`src/rtl/datapath_pkg.sv`:
```
// Shared types for the parametrised datapath: ALU opcodes, flag bundle and
// the states of the iterative shifter.
package datapath_pkg;

    typedef enum logic [2:0] {
        OP_ADD = 3'd0,
        OP_SUB = 3'd1,
        OP_AND = 3'd2,
        OP_OR  = 3'd3,
        OP_XOR = 3'd4,
        OP_INC = 3'd5,
        OP_SHL = 3'd6,
        OP_SHR = 3'd7
    } alu_op_e;

    typedef struct packed {
        logic cy;
        logic neg;
        logic zero;
        logic ovf;
    } flags_t;

    // IDLE: accepting work; SHIFT: one bit per cycle; WRITE: commit result
    typedef enum logic [1:0] {
        IDLE  = 2'd0,
        SHIFT = 2'd1,
        WRITE = 2'd2
    } sh_state_e;

endpackage

```
`src/rtl/datapath_param_alu_unit.sv`:
```
// Single-cycle combinational ALU. Arithmetic is done one bit wider than the
// word so the extra bit is the carry (or borrow for SUB). Shift opcodes pass
// A through unchanged; the real shifting is done by the iterative shifter.
module alu_unit
    import datapath_pkg::*;
#(
    parameter int WIDTH = 8
) (
    input  logic [WIDTH-1:0] a_i,
    input  logic [WIDTH-1:0] b_i,
    input  logic [2:0]       op_i,
    output logic [WIDTH-1:0] res_o,
    output logic             cy_o,
    output logic             neg_o,
    output logic             zero_o,
    output logic             ovf_o
);

    localparam int M = WIDTH - 1;

    logic [WIDTH:0] wide;

    // Result, carry and signed overflow for the selected operation
    always_comb begin
        wide  = '0;
        res_o = a_i;
        cy_o  = 1'b0;
        ovf_o = 1'b0;
        case (alu_op_e'(op_i))
            OP_ADD: begin
                wide  = {1'b0, a_i} + {1'b0, b_i};
                res_o = wide[WIDTH-1:0];
                cy_o  = wide[WIDTH];
                ovf_o = (a_i[M] == b_i[M]) && (res_o[M] != a_i[M]);
            end
            OP_SUB: begin
                wide  = {1'b0, a_i} - {1'b0, b_i};
                res_o = wide[WIDTH-1:0];
                cy_o  = wide[WIDTH];
                ovf_o = (a_i[M] != b_i[M]) && (res_o[M] != a_i[M]);
            end
            OP_INC: begin
                wide  = {1'b0, a_i} + (WIDTH+1)'(1);
                res_o = wide[WIDTH-1:0];
                cy_o  = wide[WIDTH];
                ovf_o = ~a_i[M] & res_o[M];
            end
            OP_AND:  res_o = a_i & b_i;
            OP_OR:   res_o = a_i | b_i;
            OP_XOR:  res_o = a_i ^ b_i;
            default: res_o = a_i;
        endcase
        zero_o = ~|res_o;
        neg_o  = res_o[M];
    end

endmodule

```
`src/rtl/datapath_param.sv`:
```
// Parametrised microprogrammed datapath: register file, R_in / z_out I/O
// registers, single-cycle ALU with registered flags and a bit-serial shifter
// that owns the RF write port and the flags while it is busy.
module datapath_param
    import datapath_pkg::*;
#(
    parameter int               WIDTH     = 8,
    parameter int               NREGS     = 8,
    parameter logic [WIDTH-1:0] RESET_VAL = '0,
    localparam int              RW        = $clog2(NREGS)
) (
    input  logic             clk,
    input  logic             rst,
    input  logic [RW-1:0]    fld_A,
    input  logic [RW-1:0]    fld_B,
    input  logic [RW-1:0]    fld_C,
    input  logic             ldRF,
    input  logic             selR_in,
    input  logic             ldR_in,
    input  logic             ldR_out,
    input  logic [2:0]       alu_op,
    input  logic             start,
    input  logic [WIDTH-1:0] x_in,
    output logic [WIDTH-1:0] z_out,
    output logic             cy,
    output logic             neg,
    output logic             zero,
    output logic             ovf,
    output logic             busy,
    output logic             done
);

    localparam int CW = $clog2(WIDTH);

    logic [WIDTH-1:0] rf_q [NREGS];
    logic [WIDTH-1:0] r_in_q, z_out_q;
    flags_t           flags_q, flags_d;

    sh_state_e        state_q, state_d;
    logic [WIDTH-1:0] sh_q, sh_d;
    logic             sh_cy_q, sh_cy_d;
    logic [CW-1:0]    cnt_q, cnt_d;
    logic [RW-1:0]    dest_q, dest_d;
    logic             dir_q, dir_d;     // 1 = shift right
    logic             done_q, done_d;

    logic [WIDTH-1:0] a_val, b_val, alu_res, c_val, rf_wdata;
    logic [RW-1:0]    rf_waddr;
    logic             rf_wen;
    logic [NREGS-1:0] rf_we;
    logic             alu_cy, alu_neg, alu_zero, alu_ovf;
    logic             launch;

    assign a_val  = rf_q[fld_A];
    assign b_val  = rf_q[fld_B];
    assign c_val  = selR_in ? r_in_q : alu_res;
    assign busy   = (state_q != IDLE);
    assign launch = start && !busy && (alu_op == OP_SHL || alu_op == OP_SHR);

    alu_unit #(.WIDTH(WIDTH)) u_alu (
        .a_i    (a_val),
        .b_i    (b_val),
        .op_i   (alu_op),
        .res_o  (alu_res),
        .cy_o   (alu_cy),
        .neg_o  (alu_neg),
        .zero_o (alu_zero),
        .ovf_o  (alu_ovf)
    );

    // The shifter's commit takes the RF port; otherwise the microcode's C write
    always_comb begin
        rf_wen   = (state_q == WRITE) || (!busy && ldRF);
        rf_waddr = (state_q == WRITE) ? dest_q : fld_C;
        rf_wdata = (state_q == WRITE) ? sh_q : c_val;
    end

    genvar gi;
    generate
        for (gi = 0; gi < NREGS; gi++) begin : g_rf_we
            assign rf_we[gi] = rf_wen && (rf_waddr == RW'(gi));
        end
    endgenerate

    // Register file: written at the edge, so same-cycle reads see the old value
    always_ff @(posedge clk or posedge rst) begin
        if (rst) begin
            for (int i = 0; i < NREGS; i++) rf_q[i] <= RESET_VAL;
        end else begin
            for (int i = 0; i < NREGS; i++) begin
                if (rf_we[i]) rf_q[i] <= rf_wdata;
            end
        end
    end

    // Flags follow the ALU when idle, the shift result on commit, else hold
    always_comb begin
        flags_d = flags_q;
        if (state_q == WRITE) begin
            flags_d = '{cy: sh_cy_q, neg: sh_q[WIDTH-1], zero: ~|sh_q, ovf: 1'b0};
        end else if (!busy) begin
            flags_d = '{cy: alu_cy, neg: alu_neg, zero: alu_zero, ovf: alu_ovf};
        end
    end

    // I/O registers and flags; R_in keeps loading even while the shifter runs
    always_ff @(posedge clk or posedge rst) begin
        if (rst) begin
            r_in_q  <= '0;
            z_out_q <= '0;
            flags_q <= '{cy: 1'b0, neg: 1'b0, zero: 1'b1, ovf: 1'b0};
        end else begin
            if (ldR_in) r_in_q <= x_in;
            if (ldR_out && !busy) z_out_q <= alu_res;
            flags_q <= flags_d;
        end
    end

    // Shifter next state: capture on launch, one bit per cycle, then commit
    always_comb begin
        state_d = state_q;
        sh_d    = sh_q;
        sh_cy_d = sh_cy_q;
        cnt_d   = cnt_q;
        dest_d  = dest_q;
        dir_d   = dir_q;
        done_d  = 1'b0;
        case (state_q)
            IDLE: begin
                if (launch) begin
                    sh_d    = a_val;
                    sh_cy_d = 1'b0;
                    cnt_d   = b_val[CW-1:0];
                    dest_d  = fld_C;
                    dir_d   = (alu_op == OP_SHR);
                    state_d = (b_val[CW-1:0] == '0) ? WRITE : SHIFT;
                end
            end
            SHIFT: begin
                if (dir_q) begin
                    sh_cy_d = sh_q[0];
                    sh_d    = sh_q >> 1;
                end else begin
                    sh_cy_d = sh_q[WIDTH-1];
                    sh_d    = sh_q << 1;
                end
                cnt_d = cnt_q - 1'b1;
                if (cnt_q == CW'(1)) state_d = WRITE;
            end
            WRITE: begin
                done_d  = 1'b1;
                state_d = IDLE;
            end
            default: state_d = IDLE;
        endcase
    end

    // Shifter state register; reset mid-shift drops the operation silently
    always_ff @(posedge clk or posedge rst) begin
        if (rst) begin
            state_q <= IDLE;
            sh_q    <= '0;
            sh_cy_q <= 1'b0;
            cnt_q   <= '0;
            dest_q  <= '0;
            dir_q   <= 1'b0;
            done_q  <= 1'b0;
        end else begin
            state_q <= state_d;
            sh_q    <= sh_d;
            sh_cy_q <= sh_cy_d;
            cnt_q   <= cnt_d;
            dest_q  <= dest_d;
            dir_q   <= dir_d;
            done_q  <= done_d;
        end
    end

    assign z_out = z_out_q;
    assign cy    = flags_q.cy;
    assign neg   = flags_q.neg;
    assign zero  = flags_q.zero;
    assign ovf   = flags_q.ovf;
    assign done  = done_q;

endmodule

```
`config.mk`:
```
export PLATFORM = sky130hd
export DESIGN_NAME = datapath_param
export DESIGN_NICKNAME = d
export VERILOG_FILES = /design/src/rtl/datapath_pkg.sv /design/src/rtl/datapath_param_alu_unit.sv /design/src/rtl/datapath_param.sv
export SDC_FILE = /design/constraint.sdc
export NUM_CORES = 1
export LEC_CHECK = 0
export CORE_MARGIN = 3
export CORE_UTILIZATION = 65
export DETAILED_ROUTE_END_ITERATION = 7
export MAX_ROUTING_LAYER = met4
export PLACE_DENSITY = 0.95
export SLEW_MARGIN = 30
export SYNTH_ARGS = -nofsm -noshare
export SYNTH_HDL_FRONTEND = slang
export SYNTH_HIERARCHICAL = 1
export SYNTH_SLANG_ARGS = --single-unit
export TNS_END_PERCENT = 1
```
`constraint.sdc`:
```
create_clock -name clk -period 7.73 [get_ports clk]
set_input_delay 2.319 -clock clk [delete_from_list [all_inputs] [get_ports clk]]
set_output_delay 2.319 -clock clk [all_outputs]
set_load 0.02 [all_outputs]
```
# Yosys cells after proc, flatten, opt, wreduce, memory -nomap -nowiden
# Index checks and enable logic that the tools add are counted.
dict set report totals {
  inputBits 27
  register_bits 103
  word_cells 115
}
dict set report op_classes {
  magnitude_cmp 2
  n_addsub 4
  eq_ne 24
  n_mux 27
  bitwise_logic 7
  n_reduce_logical 30
}
# op count
set op_table {}
lappend op_table {{2-to-1 mux 8 bit} 8}
lappend op_table {{binary-select mux 8 bit (select 3 bit)} 2}
lappend op_table {{one-hot mux 8 bit (6 select lines)} 1}
lappend op_table {{equality test 3 bit, second input constant} 8}
lappend op_table {{one-hot mux 8 bit (2 select lines)} 1}
lappend op_table {{OR reduction 8 bit} 2}
lappend op_table {{logical AND 1 bit} 14}
lappend op_table {{equality test 3 x 2 -> 1 bit, second input constant} 4}
lappend op_table {{adder 8 x 1 -> 9 bit, second input constant} 1}
lappend op_table {{adder 8 x 8 -> 9 bit} 1}
lappend op_table {{equality test 3 x 1 -> 1 bit, second input constant} 3}
lappend op_table {{zero test 3 bit} 3}
lappend op_table {{subtractor 8 x 8 -> 9 bit} 1}
lappend op_table {{bitwise AND 8 bit} 1}
lappend op_table {{greater-or-equal comparator 4 bit, second input constant} 2}
lappend op_table {{2-to-1 mux 4 bit} 2}
lappend op_table {{NOT 3 -> 4 bit} 2}
lappend op_table {{bitwise OR 8 bit} 1}
lappend op_table {{bitwise XOR 8 bit} 1}
lappend op_table {{2-to-1 mux 2 bit} 3}
lappend op_table {{2-to-1 mux 3 bit} 2}
lappend op_table {{one-hot mux 1 bit (3 select lines)} 2}
lappend op_table {{one-hot mux 3 bit (2 select lines)} 1}
lappend op_table {{AND reduction 2 bit} 3}
lappend op_table {{other kinds (16)} 25}

# Depth between registers and ports, before layout
# Gate-level depths: netlist (run 1).
dict set report depth {
  ltp_word 10
  depth_mapped 18
  mapped_depth_nobuf 16
}

# Cells and area by module
# The synthesis (run 1) kept the hierarchy.
# mod seq_area_each_um2 area_each_um2 cells_each n_inst
set by_module_without_submodules {}
lappend by_module_without_submodules {datapath_param 2578.7 5356.4 392 1}
lappend by_module_without_submodules {alu_unit 0.0 1604.0 238 1}

# Least setup slack after synthesis (run 1)
# OpenSTA, ideal clock, no wires.
dict set report synth_path {
  path_kind {input to register}
  startpoint {input fld_B[0]}
  endpoint {register rf_q[63] (netlist bit)}
  setup_ps 128
  arrival_ps 5606
  stages 17
  path_buffers 4
  path_slack_ps 1996
  path_cell_list {buf_6 -> buf_2 -> mux4_2 -> mux2_2 -> inv_1 -> ha_1 -> clkbuf_1 -> inv_1 -> o22ai_1 -> o41a_1 -> a21oi_1 -> o211ai_1 -> and2_1 -> buf_4 -> mux2i_1 -> o21ai_1 -> mux2_1}
}
dict set report synth_via {
  elab_chain_cells 8
  word_cells_on_any_way 12
  classes_between {2 x add/sub; 6 x mux; 4 x bitwise}
}
# element line
set synth_lines {}
lappend synth_lines {{start, declared} datapath_param.sv:15} ;# input logic [RW-1:0] fld_B,
lappend synth_lines {{NOT 3 -> 4 bit (not written as such) *} datapath_param.sv:55} ;# assign b_val = rf_q[fld_B];
lappend synth_lines {{binary-select mux 8 bit (select 3 bit) *} datapath_param.sv:55}
lappend synth_lines {{2-to-1 mux 8 bit (not written as such) * (2 in a row)} datapath_param.sv:55}
lappend synth_lines {{net b_val[4]} datapath_param.sv:47} ;# logic [WIDTH-1:0] a_val, b_val, alu_res, c_val, rf_wdata;
lappend synth_lines {{subtractor 8 x 8 -> 9 bit / adder 8 x 8 -> 9 bit (equally long branches)} {datapath_param_alu_unit.sv:37, datapath_param_alu_unit.sv:31}}
lappend synth_lines {{one-hot mux 8 bit (6 select lines) *} datapath_param_alu_unit.sv:29} ;# case (alu_op_e'(op_i))
lappend synth_lines {{net alu_neg} datapath_param.sv:51} ;# logic alu_cy, alu_neg, alu_zero, alu_ovf;
lappend synth_lines {{2-to-1 mux 8 bit *} datapath_param.sv:56} ;# assign c_val = selR_in ? r_in_q : alu_res;
lappend synth_lines {{2-to-1 mux 8 bit *} datapath_param.sv:75} ;# rf_wdata = (state_q == WRITE) ? sh_q : c_val;
lappend synth_lines {{end signal, assigned by index} datapath_param.sv:91} ;# if (rf_we[i]) rf_q[i] <= rf_wdata;
lappend synth_lines {{end, declared} datapath_param.sv:35} ;# logic [WIDTH-1:0] rf_q [NREGS];
# The timed path passes the listed nets; every way through them passes the cells marked *. The select of a mux whose other input is x is not followed.
# A chain may end at the register's enable or synchronous reset.

# Worst setup path after layout (run 1)
dict set report layout_path {
  startpoint {input fld_A[0]}
  endpoint {register rf_q[14] (netlist bit)}
}
dict set report layout_via {
  elab_chain_cells 8
  word_cells_on_any_way 13
  classes_between {3 x add/sub; 6 x mux; 4 x bitwise}
}
# element line
set layout_lines {}
lappend layout_lines {{start, declared} datapath_param.sv:14} ;# input logic [RW-1:0] fld_A,
lappend layout_lines {{NOT 3 -> 4 bit (not written as such) *} datapath_param.sv:54} ;# assign a_val = rf_q[fld_A];
lappend layout_lines {{binary-select mux 8 bit (select 3 bit) *} datapath_param.sv:54}
lappend layout_lines {{2-to-1 mux 8 bit (not written as such) * (2 in a row)} datapath_param.sv:54}
lappend layout_lines {{net a_val[0]} datapath_param.sv:47}
lappend layout_lines {{adder 8 x 1 -> 9 bit (tied with other cells)} datapath_param_alu_unit.sv:43} ;# wide = {1'b0, a_i} + (WIDTH+1)'(1);
lappend layout_lines {{one-hot mux 8 bit (6 select lines) *} datapath_param_alu_unit.sv:29}
lappend layout_lines {{net alu_res[6]} datapath_param.sv:47}
lappend layout_lines {{2-to-1 mux 8 bit *} datapath_param.sv:56}
lappend layout_lines {{2-to-1 mux 8 bit *} datapath_param.sv:75}
# Marks and branches as above.

==> key figures, run 1 <==
Status
  – Outcome: finished clean

STA
  – Final max-slew violation count: 0
  – Min cycle time layout: 6.57 ns
  – Final Skew: 0.0194 ns
  – Final setup viols: 0
  – Endpoints failing hold: 0
  – Period utilization: 85.0%
  – Final worst slack: 1.16 ns
  – RSZ-0062 raised after global routing: no
  – Setup TNS: 0 ns
  – Highest clock rate: 152 MHz
  – Rel. slew slack: 31.1%
  – Worst slew pin tran: 1.03 ns

Synth
  – Syn_area_per_cell: 11.0 sq um
  – Sequential area share after synthesis: 37.0%
  – Number of synthesized flops with an enable pin: 0
  – Yosys synthesis warning count: 6
  – Synth area leaders: dfrtp_1 37%, mux2_2 11%, mux4_2 11%, ha_1 5.2%, mux2_1 4.0%
  – Yosys top cell area share: 36.7%
  – Largest area contributor in the synthesized netlist: dfrtp_1
  – Top_reg_cell synth: dfrtp_1
  – Synth Cell Area: 0.00696 sq mm
  – Count of cell types in the netlist: 62
  – Yosys reg bits: 103
  – Ys async rst share: 100%
  – Net count after synthesis: 688
  – Cells after Synth: 630

Clocking
  – Clk buf depth: 2
  – Htree depth: 3
  – Clk Latency, worst-skew pair: 0.39 ns
  – Post-CTS sizing: 0
  – Postcts setup bufs: 0
  – CTS Sinks: 103
  – Total CTS buffers: 9
  – Clock root buffer: clkbuf_8
  – CTS Hold Bufs: 0
  – Clk slew on worst S/H paths: 0.10 ns
  – CTS tree: yes

Final layout
  – Fin cells: 795
  – Net count, final: 712
  – Post-layout util: 72.9%
  – Combined area of the multi-input logic cells: 0.00404 sq mm
  – Final instance area: 0.00756 sq mm
  – Ratio of cells with drive above 1 in the final layout: 22.0%
  – Diode count: 0
  – # fillers: 695
  – Area delta synth->final: 8.63%
  – FF/Latch Area: 0.00258 sq mm

Global routing
  – Initial antenna violation count: 0
  – Gr ovfl total: 0
  – Global-route wire length before repair: 29,400 um
  – Largest net degree at the start of global routing: 87
  – All-Layer GR Usage: 33.5%
  – Vias in the first global route: 5,468

Critical path
  – Setup CP Type: input pin to register
  – Cell Chain, Critical Path: clkdlybuf4s50_1, mux4_2, mux2_2, inv_1, ha_1, inv_1, fa_1, nand2b_1, a2bb2oi_1, a221oi_1, a221oi_1, o22ai_1, mux2i_1, o21ai_1, mux2_2
  – Crit path required time: 8.04 ns
  – Critical Path Slowest Stage Cell: clkdlybuf4s50_1
  – Worst setup SP type: input pin
  – CP max stage delay: 0.71 ns
  – Worst EP arrival: 6.88 ns
  – Endpoint type of the worst setup path: register
  – Worst-path fanout max: 8
  – CP Buf/Inv Count: 3
  – Crit path max-delay family: compound AO/OA/AOI/OAI gates

Floorplanning
  – Initial core utilization: 67.1%
  – Core ar.: 0.0104 sq mm
  – # rows: 37
  – Num ports: 41
  – Die area: 0.0120 sq mm
  – Die width: 109 um
  – Chip height: 109 um

Route
  – Antenna-violating nets left: 0
  – Final wirelength: 18,700 um
  – Drt first-iter violations: 706
  – Drt pass-1 iters: 6
  – Routed vias/inst: 6.99
  – WL per Instance: 23.5 um
  – # DRC: 0
  – Vias: 5,555

Placed design
  – Placed insts: 779
  – DP Worst Slack: 0.933 ns
  – Placed cell areas: 0.00738 sq mm
  – Port-buffer cells: 40
  – Dpl hpwl: 13,400 um
  – RePlAce Congestion: 0.992

Pwr
  – VDD IR max: 0.198 mV
  – Leak pwr: 0.00310 uW
  – Cell Pwr Density: 424 mW/mm^2

Min path
  – Worst min-delay path class: register to register

Flow run
  – Maxcap violations: 0
==> power by group <==
group	internal (uW)	leakage, uW	total [uW]	switching (uW)
registers	781	0.00121	1020	238
clock network	123	0.0000931	327	205
logic	845	0.00180	1860	1010
==> per-layer routing <==
metal | vias up | share of wire (%) | wire length (um) | track usage [%]
li1 | 2358 | - | - | -
met1 | 2727 | 37 | 7010 | 41.9
met2 | 389 | 50 | 9330 | 55.4
met3 | 81 | 8.8 | 1650 | 5.93
met4 | 0 | 3.8 | 714 | 11.6
met5 | - | 0 | 0 | -
==> flip-flops by register name, summed over array words and instances, names as in the netlist <==
name     cells
state_q      2
dest_q       3
cnt_q        3
zero         1
sh_q         8
sh_cy_q      1
done         1
ovf          1
r_in_q       8
cy           1
dir_q        1
rf_q        64
neg          1
z_out        8
==> cell type report <==
type                    count  share of cell area [%]
repair buffers             51                    6.30
multi-input cells         459                    53.5
flip-flops and latches    103                    34.1
clock inverters             6                   0.678
clock buffers              10                    1.69
inverters                  30                    1.52
well taps                 136                    2.25
==> cells in the mapped netlist, drive strengths merged (2+ instances only) <==
cell / n
a22o: 3
o211ai: 5
mux2: 97
a21o: 3
nand2: 46
nor2: 43
nand3b: 2
a2bb2oi: 2
mux4: 33
a31oi: 7
o311ai: 2
dfrtp: 102
nor2b: 10
or3: 3
fa: 2
xnor2: 8
clkbuf: 7
a221oi: 2
o31ai: 3
mux2i: 24
inv: 30
nand3: 12
nand4bb: 2
nand2b: 11
and4: 3
and2: 3
nand4: 3
a21oi: 23
o221a: 2
o22ai: 9
o21ai: 36
o2111ai: 2
ha: 29
nor4: 3
buf: 31
nor3: 10
a211oi: 2
o221ai: 2
==> cells by family (layout without fill, tap and decap cells) <==
kind of cell | after synthesis | count (layout) | share of synthesized area [%]
AND/OR/NAND/NOR | 154 | 154 | 10.9
XOR/XNOR | 9 | 9 | 1.13
AO/OA/AOI/OAI | 111 | 111 | 10.3
flip-flops | 103 | 103 | 37.0
buffers and inverters | 68 | 97 | 4.93
adder cells (fa/ha/maj) | 31 | 31 | 5.79
multiplexers | 154 | 154 | 29.9
==> through the flow <==
| step | hold slack, ns | power [uW] |
|---|---|---|
| floorplan | 0.459 | 2310 |
| global placement | 0.467 | 2680 |
| detailed placement | 0.476 | 2810 |
| CTS | 0.498 | 3140 |
| global route | 0.526 | 3390 |
| finish | 0.494 | 3200 |
==> final timing paths <==
kind | start | cells past startpoint | to | slack [ns]
worst min-delay path | z_out[7] | 1 | z_out[7] | 0.49
min in group asynchronous | rst | 2 | cy | 2.20
max in group asynchronous | rst | 3 | rf_q[29] | 4.50
worst min register to register | z_out[7] | 1 | z_out[7] | 0.49
worst max register to register | rf_q[24] | 14 | rf_q[14] | 3.47
worst max-delay path | fld_A[0] | 15 | rf_q[14] | 1.16
==> cell usage in the layout, fill, tap and decap left out, drive strengths merged, types with 5 or more instances in the layout <==
cell	Yosys	layout
nor2b	10	10
a21oi	23	23
xnor2	8	8
o21ai	36	36
o211ai	5	5
a31oi	7	7
ha	29	29
nand2b	11	11
mux2	97	97
nand2	46	46
clkbuf	7	10
buf	31	13
dfrtp	102	102
clkdlybuf4s50	0	38
nor3	10	10
mux2i	24	24
o22ai	9	9
nor2	43	43
nand3	12	12
inv	30	33
mux4	33	33
No activity file was read; power rests on OpenSTA's default activity.
==> run 2: changes to the inputs <==
--- a/config.mk
+++ b/config.mk
@@ -6,10 +6,10 @@
 export NUM_CORES = 1
 export LEC_CHECK = 0
 export CORE_MARGIN = 3
-export CORE_UTILIZATION = 65
+export CORE_UTILIZATION = 55
 export DETAILED_ROUTE_END_ITERATION = 7
 export MAX_ROUTING_LAYER = met4
-export PLACE_DENSITY = 0.95
+export PLACE_DENSITY = 0.89
 export SLEW_MARGIN = 30
 export SYNTH_ARGS = -nofsm -noshare
 export SYNTH_HDL_FRONTEND = slang
==> constraint.sdc (replaced) <==
create_clock -name clk -period 5.3 [get_ports clk]
set_input_delay 1.59 -clock clk [delete_from_list [all_inputs] [get_ports clk]]
set_output_delay 1.59 -clock clk [all_outputs]
set_load 0.02 [all_outputs]
==> key figures, run 2 (synthesized netlist as in run 1, its figures left out) <==
Clocking
  – Postcts setup bufs: 0 (unchanged)
  – Clock root buffer: clkbuf_16
  – CTS tree: yes
  – Htree depth: 3 (unchanged)
  – CTS Hold Bufs: 0 (unchanged)
  – Total CTS buffers: 9 (unchanged)
  – Clk slew on worst S/H paths: 0.07 ns (-0.03 ns)
  – Clk Latency, worst-skew pair: 0.36 ns (-0.03 ns)
  – Post-CTS sizing: 1 (+1)
  – CTS Sinks: 103 (unchanged)
  – Clk buf depth: 2 (unchanged)

Floorplanning
  – Initial core utilization: 57.0% (-10 points)
  – Num ports: 41 (unchanged)
  – Core ar.: 0.0122 sq mm (+18%)
  – Chip height: 118 um (+8.2%)
  – # rows: 40 (+8.1%)
  – Die width: 118 um (+8.2%)
  – Die area: 0.0140 sq mm (+17%)

Global routing
  – Vias in the first global route: 5,897 (+7.8%)
  – Initial antenna violation count: 0 (unchanged)
  – All-Layer GR Usage: 28.9% (-4.6 points)
  – Gr ovfl total: 0 (unchanged)
  – Largest net degree at the start of global routing: 42 (-52%)
  – Global-route wire length before repair: 31,000 um (+5.4%)

Final layout
  – Ratio of cells with drive above 1 in the final layout: 31.0% (+9.0 points)
  – Max reg flops: 64 (unchanged)
  – Reg with most FFs: rf_q
  – Most frequent cells in the layout: 102 x dfrtp_1, 95 x buf_4, 70 x mux2_2, 44 x nand2_1, 43 x nor2_1
  – # fillers: 913 (+31%)
  – Combined area of the multi-input logic cells: 0.00405 sq mm (+0.25%)
  – FF/Latch Area: 0.00258 sq mm (unchanged)
  – Fin cells: 913 (+15%)
  – Final instance area: 0.00844 sq mm (+12%)
  – Area delta synth->final: 21.3%
  – Commonest non-fill, non-tap cell in the layout: dfrtp_1
  – Diode count: 0 (unchanged)
  – Net count, final: 798 (+12%)

Placed design
  – Dpl hpwl: 14,400 um (+7.3%)
  – Placed cell areas: 0.00810 sq mm (+9.6%)
  – RePlAce Congestion: 0.988 (-0.40%)
  – Port-buffer cells: 40 (unchanged)
  – Placed insts: 897 (+15%)

Critical path
  – Reg-to-reg slack, setup: 1.45 ns (-2.02 ns)
  – Worst setup SP type: input pin
  – Crit path max-delay family: buffers and inverters
  – Critical Path Slowest Stage Cell: clkdlybuf4s50_1
  – CP max stage delay: 0.51 ns (-0.20 ns)
  – Setup CP Type: input pin to register
  – Crit path required time: 5.54 ns (-2.50 ns)
  – Worst EP arrival: 5.25 ns (-1.63 ns)
  – CP Buf/Inv Count: 5 (+2)
  – Worst-path fanout max: 12 (+4)
  – CP most frequent cell: buf_4
  – Cell Chain, Critical Path: clkdlybuf4s50_1, buf_12, mux4_2, mux2_2, buf_4, ha_1, buf_4, nor2_1, a2bb2oi_1, a221oi_1, o221a_2, o22ai_1, mux2i_1, o21ai_1, buf_4, mux2_1
  – Endpoint type of the worst setup path: register

Route
  – Antenna-violating nets left: 0 (unchanged)
  – Drt pass-1 iters: 6 (unchanged)
  – WL per Instance: 21.2 um (-10%)
  – Drt first-iter violations: 559 (-21%)
  – # DRC: 0 (unchanged)
  – Final wirelength: 19,300 um (+3.3%)
  – Vias: 5,708 (+2.8%)
  – Routed vias/inst: 6.25 (-11%)

STA
  – Final setup viols: 0 (unchanged)
  – Period utilization: 94.5%
  – Rel. slew slack: 44.5% (+13 points)
  – Final max-slew violation count: 0 (unchanged)
  – Final Skew: 0.00831 ns (-0.0111 ns)
  – Endpoints failing hold: 0 (unchanged)
  – Min cycle time layout: 5.01 ns
  – Highest clock rate: 200 MHz
  – RSZ-0062 raised after global routing: no
  – Worst slew pin tran: 0.830 ns (-0.201 ns)

Pwr
  – Power, Total: 5540 uW (+73%)
  – Cell Pwr Density: 656 mW/mm^2 (+55%)
  – Leak pwr: 0.00363 uW (+17%)
  – VDD IR max: 0.435 mV (+120%)

Status
  – Outcome: finished clean

Flow run
  – Maxcap violations: 0 (unchanged)

Min path
  – Worst min-delay path class: register to register
==> run 2: per-stage QoR <==
stage	hold WS (ns)	setup TNS [ns]	setup WS (ns)	utilization (%)
finish	0.490	0	0.291	69.1
global route	0.515	0	0.0658	69.1
floorplan	0.459	0	0.295	-
detailed placement	0.478	-11.61	-0.436	66.3
CTS	0.496	0	0.0370	69.0
global placement	0.468	-5.78	-0.290	66.3
==> run 2: per-layer routing <==
layer / wire length [um] / vias to the layer above / GRT usage (%)
li1: - / 2545 / -
met3: 1150 / 59 / 4.88
met2: 9860 / 256 / 47.6
met4: 612 / 0 / 13.0
met5: 0 / - / -
met1: 7700 / 2848 / 35.1
==> run 2: tightest hold or removal path: stages, from the launching register on <==
cell and delay, ns:
dfrtp_1 0.35, nand2_1 0.05, o21ai_0 0.06
==> run 2: path summary, 6_finish.rpt <==
path / from / end / cells after the start
max in group asynchronous: rst / rf_q[30] / 3
worst min register to register: neg / neg / 2
worst max-delay path: fld_A[2] / rf_q[38] / 16
worst min-delay path: neg / neg / 2
min in group asynchronous: rst / rf_q[57] / 2
worst max register to register: rf_q[40] / rf_q[38] / 15
==> run 2: cell type report <==
cell class / count / share of cell area, %
Inverter: 30 / 1.36
Sequential cell: 103 / 30.5
Clock buffer: 11 / 2.76
Multi-Input combinational cell: 459 / 48.0
Clock inverter: 5 / 1.04
Tap cell: 168 / 2.49
Timing Repair Buffer: 137 / 13.8
==> run 2: report_power, final <==
group / switching, uW / internal, uW
clock network: 304 / 420
logic: 1620 / 1720
registers: 333 / 1140
==> run 3: changes to the inputs <==
--- a/config.mk
+++ b/config.mk
@@ -5,12 +5,11 @@
 export SDC_FILE = /design/constraint.sdc
 export NUM_CORES = 1
 export LEC_CHECK = 0
+export ABC_AREA = 1
 export CORE_MARGIN = 3
 export CORE_UTILIZATION = 55
 export DETAILED_ROUTE_END_ITERATION = 7
-export MAX_ROUTING_LAYER = met4
 export PLACE_DENSITY = 0.89
-export SLEW_MARGIN = 30
 export SYNTH_ARGS = -nofsm -noshare
 export SYNTH_HDL_FRONTEND = slang
 export SYNTH_HIERARCHICAL = 1
==> key figures, run 3 <==
Status
  – Outcome: finished clean

STA
  – Period utilization: 95.3% (+0.79 points)
  – Final setup viols: 0 (unchanged)
  – Rel. slew slack: 27.0% (-18 points)
  – Min cycle time layout: 5.05 ns (+0.0421 ns)
  – Final max-slew violation count: 0 (unchanged)
  – Worst slew pin tran: 1.10 ns (+0.265 ns)
  – Highest clock rate: 198 MHz (-0.83%)
  – RSZ-0062 raised after global routing: no
  – Endpoints failing hold: 0 (unchanged)
  – Final Skew: 0.00726 ns (-0.00105 ns)
  – Setup TNS: 0 ns (unchanged)

Clocking
  – Clock root buffer: clkbuf_16
  – Postcts setup bufs: 0 (unchanged)
  – Clk Latency, worst-skew pair: 0.36 ns (about the same)
  – Clk slew on worst S/H paths: 0.07 ns (about the same)
  – Clk buf depth: 2 (unchanged)
  – CTS tree: yes
  – Total CTS buffers: 9 (unchanged)
  – CTS Sinks: 103 (unchanged)
  – Htree depth: 3 (unchanged)

Placed design
  – RePlAce Congestion: 1.02 (+3.1%)
  – Port-buffer cells: 40 (unchanged)
  – Dpl hpwl: 16,100 um (+11%)

Synth
  – Yosys reg bits: 103 (unchanged)
  – Count leader, synth: nand2_1
  – Yosys top cell area share: 35.3% (-1.4 points)
  – Syn_area_per_cell: 7.11 sq um (-36%)
  – Synth Cell Area: 0.00724 sq mm (+4.0%)
  – Net count after synthesis: 1,076 (+56%)
  – Yosys synthesis warning count: 6 (unchanged)
  – Cells after Synth: 1,018 (+62%)
  – Sequential area share after synthesis: 35.6% (-1.4 points)
  – Number of synthesized flops with an enable pin: 0 (unchanged)
  – Synth area leaders: dfrtp_1 35%, nand2_1 13%, inv_1 6.7%, o21ai_0 5.7%, nand3_1 5.6%
  – Commonest cells in the netlist: 252 x nand2_1, 130 x inv_1, 102 x dfrtp_1, 82 x o21ai_0, 81 x nand3_1
  – Ys async rst share: 100% (unchanged)
  – Largest area contributor in the synthesized netlist: dfrtp_1
  – Count of cell types in the netlist: 43 (-31%)
  – Top_reg_cell synth: dfrtp_1

Critical path
  – Crit path required time: 5.52 ns (-0.02 ns)
  – Critical Path Slowest Stage Cell: clkdlybuf4s50_1
  – Cell Chain, Critical Path: clkdlybuf4s50_1, buf_12, a21oi_1, o21ai_0, nand3_1, and2_1, buf_4, inv_1, ha_1, inv_1, fa_1, inv_1, nand2_1, nand2_1, nor2_1, nor2_1, nand2_1, nor2_1, inv_1, inv_1, nor2_1, o22ai_2, buf_12, o21ai_0
  – Endpoint type of the worst setup path: register
  – Worst EP arrival: 5.27 ns (+0.02 ns)
  – CP max stage delay: 0.58 ns (+0.07 ns)
  – Worst setup SP type: input pin
  – Worst-path fanout max: 53 (+41)
  – CP most frequent cell: inv_1
  – Setup CP Type: input pin to register

Floorplanning
  – Die width: 121 um (+1.9%)
  – Initial core utilization: 56.9% (-0.10 points)
  – Num ports: 41 (unchanged)
  – Die area: 0.0146 sq mm (+3.8%)
  – Core ar.: 0.0127 sq mm (+4.2%)
  – # rows: 41 (+2.5%)
  – Chip height: 121 um (+1.9%)

Final layout
  – Net count, final: 1,118 (+40%)
  – Max reg flops: 64 (unchanged)
  – Post-layout util: 64.3% (-4.8 points)
  – Diode count: 0 (unchanged)
  – Commonest non-fill, non-tap cell in the layout: nand2_1
  – Ratio of cells with drive above 1 in the final layout: 11.6% (-19 points)
  – # fillers: 1,149 (+26%)
  – Most frequent cells in the layout: 252 x nand2_1, 129 x inv_1, 102 x dfrtp_1, 82 x o21ai_0, 81 x nand3_1
  – Area delta synth->final: 13.0%
  – Reg with most FFs: rf_q

Global routing
  – All-Layer GR Usage: 30.2% (+1.3 points)
  – Global-route wire length before repair: 34,100 um (+10%)
  – Initial antenna violation count: 0 (unchanged)
  – Gr ovfl total: 0 (unchanged)
  – Vias in the first global route: 6,411 (+8.7%)
  – Largest net degree at the start of global routing: 89 (+110%)

Route
  – WL per Instance: 17.4 um (-18%)
  – Drt pass-1 iters: 6 (unchanged)
  – Drt first-iter violations: 873 (+56%)
  – Routed vias/inst: 5.70 (-8.8%)
  – # DRC: 0 (unchanged)
  – Vias: 7,054 (+24%)
  – Antenna-violating nets left: 0 (unchanged)
  – Final wirelength: 21,500 um (+11%)

Pwr
  – VDD IR max: 0.430 mV (-1.3%)
  – Cell Pwr Density: 479 mW/mm^2 (-27%)
  – Leak pwr: 0.00401 uW (+11%)
  – Power, Total: 3920 uW (-29%)

Flow run
  – Maxcap violations: 0 (unchanged)

Min path
  – Worst min-delay path class: register to register
## run 3: cell types whose count changed in the layout (fill, tap and decap cells not counted), moves of 22 or more
cell,change
nor2_1,+33
buf_4,-68
mux2_1,-25
o211ai_1,+22
nand3_1,+69
o21ai_1,+25
mux4_2,-33
mux2_2,-70
nand2_1,+208
inv_1,+100
mux2i_1,-24
o21ai_0,+61
## run 3: final timing paths
check	cells after the start	to	startpoint	slack, ns
worst max-delay path	24	rf_q[34]	fld_A[0]	0.25
worst min-delay path	2	dest_q[2]	dest_q[2]	0.48
worst max register to register	21	rf_q[34]	rf_q[56]	1.86
worst min register to register	2	dest_q[2]	dest_q[2]	0.48
max in group asynchronous	3	rf_q[17]	rst	2.58
min in group asynchronous	2	ovf	rst	1.86
## run 3: layout make-up
cell class              count  area [sq um]  area share (%)
inverters                 145           549            6.71
clock buffers              10           229            2.80
clock inverters             6          68.8           0.841
flip-flops and latches    103          2580            31.5
well taps                 172           215            2.63
repair buffers             70           663            8.11
multi-input cells         731          3880            47.4
## run 3: critical path, delay by kind of cell
kind / cells / cell delay [ns]
buffers and inverters: 9 / 1.54
AND/OR/NAND/NOR: 9 / 1.04
adder cells (fa/ha/maj): 2 / 0.56
AO/OA/AOI/OAI: 4 / 0.53
## run 3: layer usage
layer  global-route usage (%)  up-vias  share of wire, %
met5                        0        -                 0
met4                     12.4        0               4.0
met3                     5.52       55               7.8
met2                     48.2      348                47
met1                     40.7     3250                42
li1                         -     3401                 -
## run 3: cells by family after synthesis
kind of cell / after synthesis / share of synthesized area [%]
DFF: 103 / 35.6
adders and majority gates: 31 / 5.57
AOI/OAI and AO/OA: 236 / 19.8
and+or+nand+nor: 464 / 28.1
buffers and inverters: 184 / 10.9
## run 3: per-stage QoR
| step | instances | hold slack [ns] | instance area (sq um) | setup slack (ns) |
|---|---|---|---|---|
| after floorplan | 1018 | 0.448 | 7240 | 0.681 |
| after global placement | 1221 | 0.464 | 7880 | 0.0409 |
| after detailed placement | 1221 | 0.469 | 7880 | -0.0385 |
| after CTS | 1237 | 0.486 | 8170 | 0.286 |
| after global routing | 1237 | 0.517 | 8180 | 0.0432 |
| final | 1237 | 0.482 | 8180 | 0.249 |
## run 3: timing repair
item	in CTS	in global routing
gates resized for setup	0	1
endpoints found under the setup margin	0	4
hold buffers	0	0
## run 3: report_power, final
group          internal (uW)  total (uW)  switching, uW
Combinational            682        1860           1180
Clock                    369         672            303
Sequential              1110        1380            271
Total                   2160        3920           1750
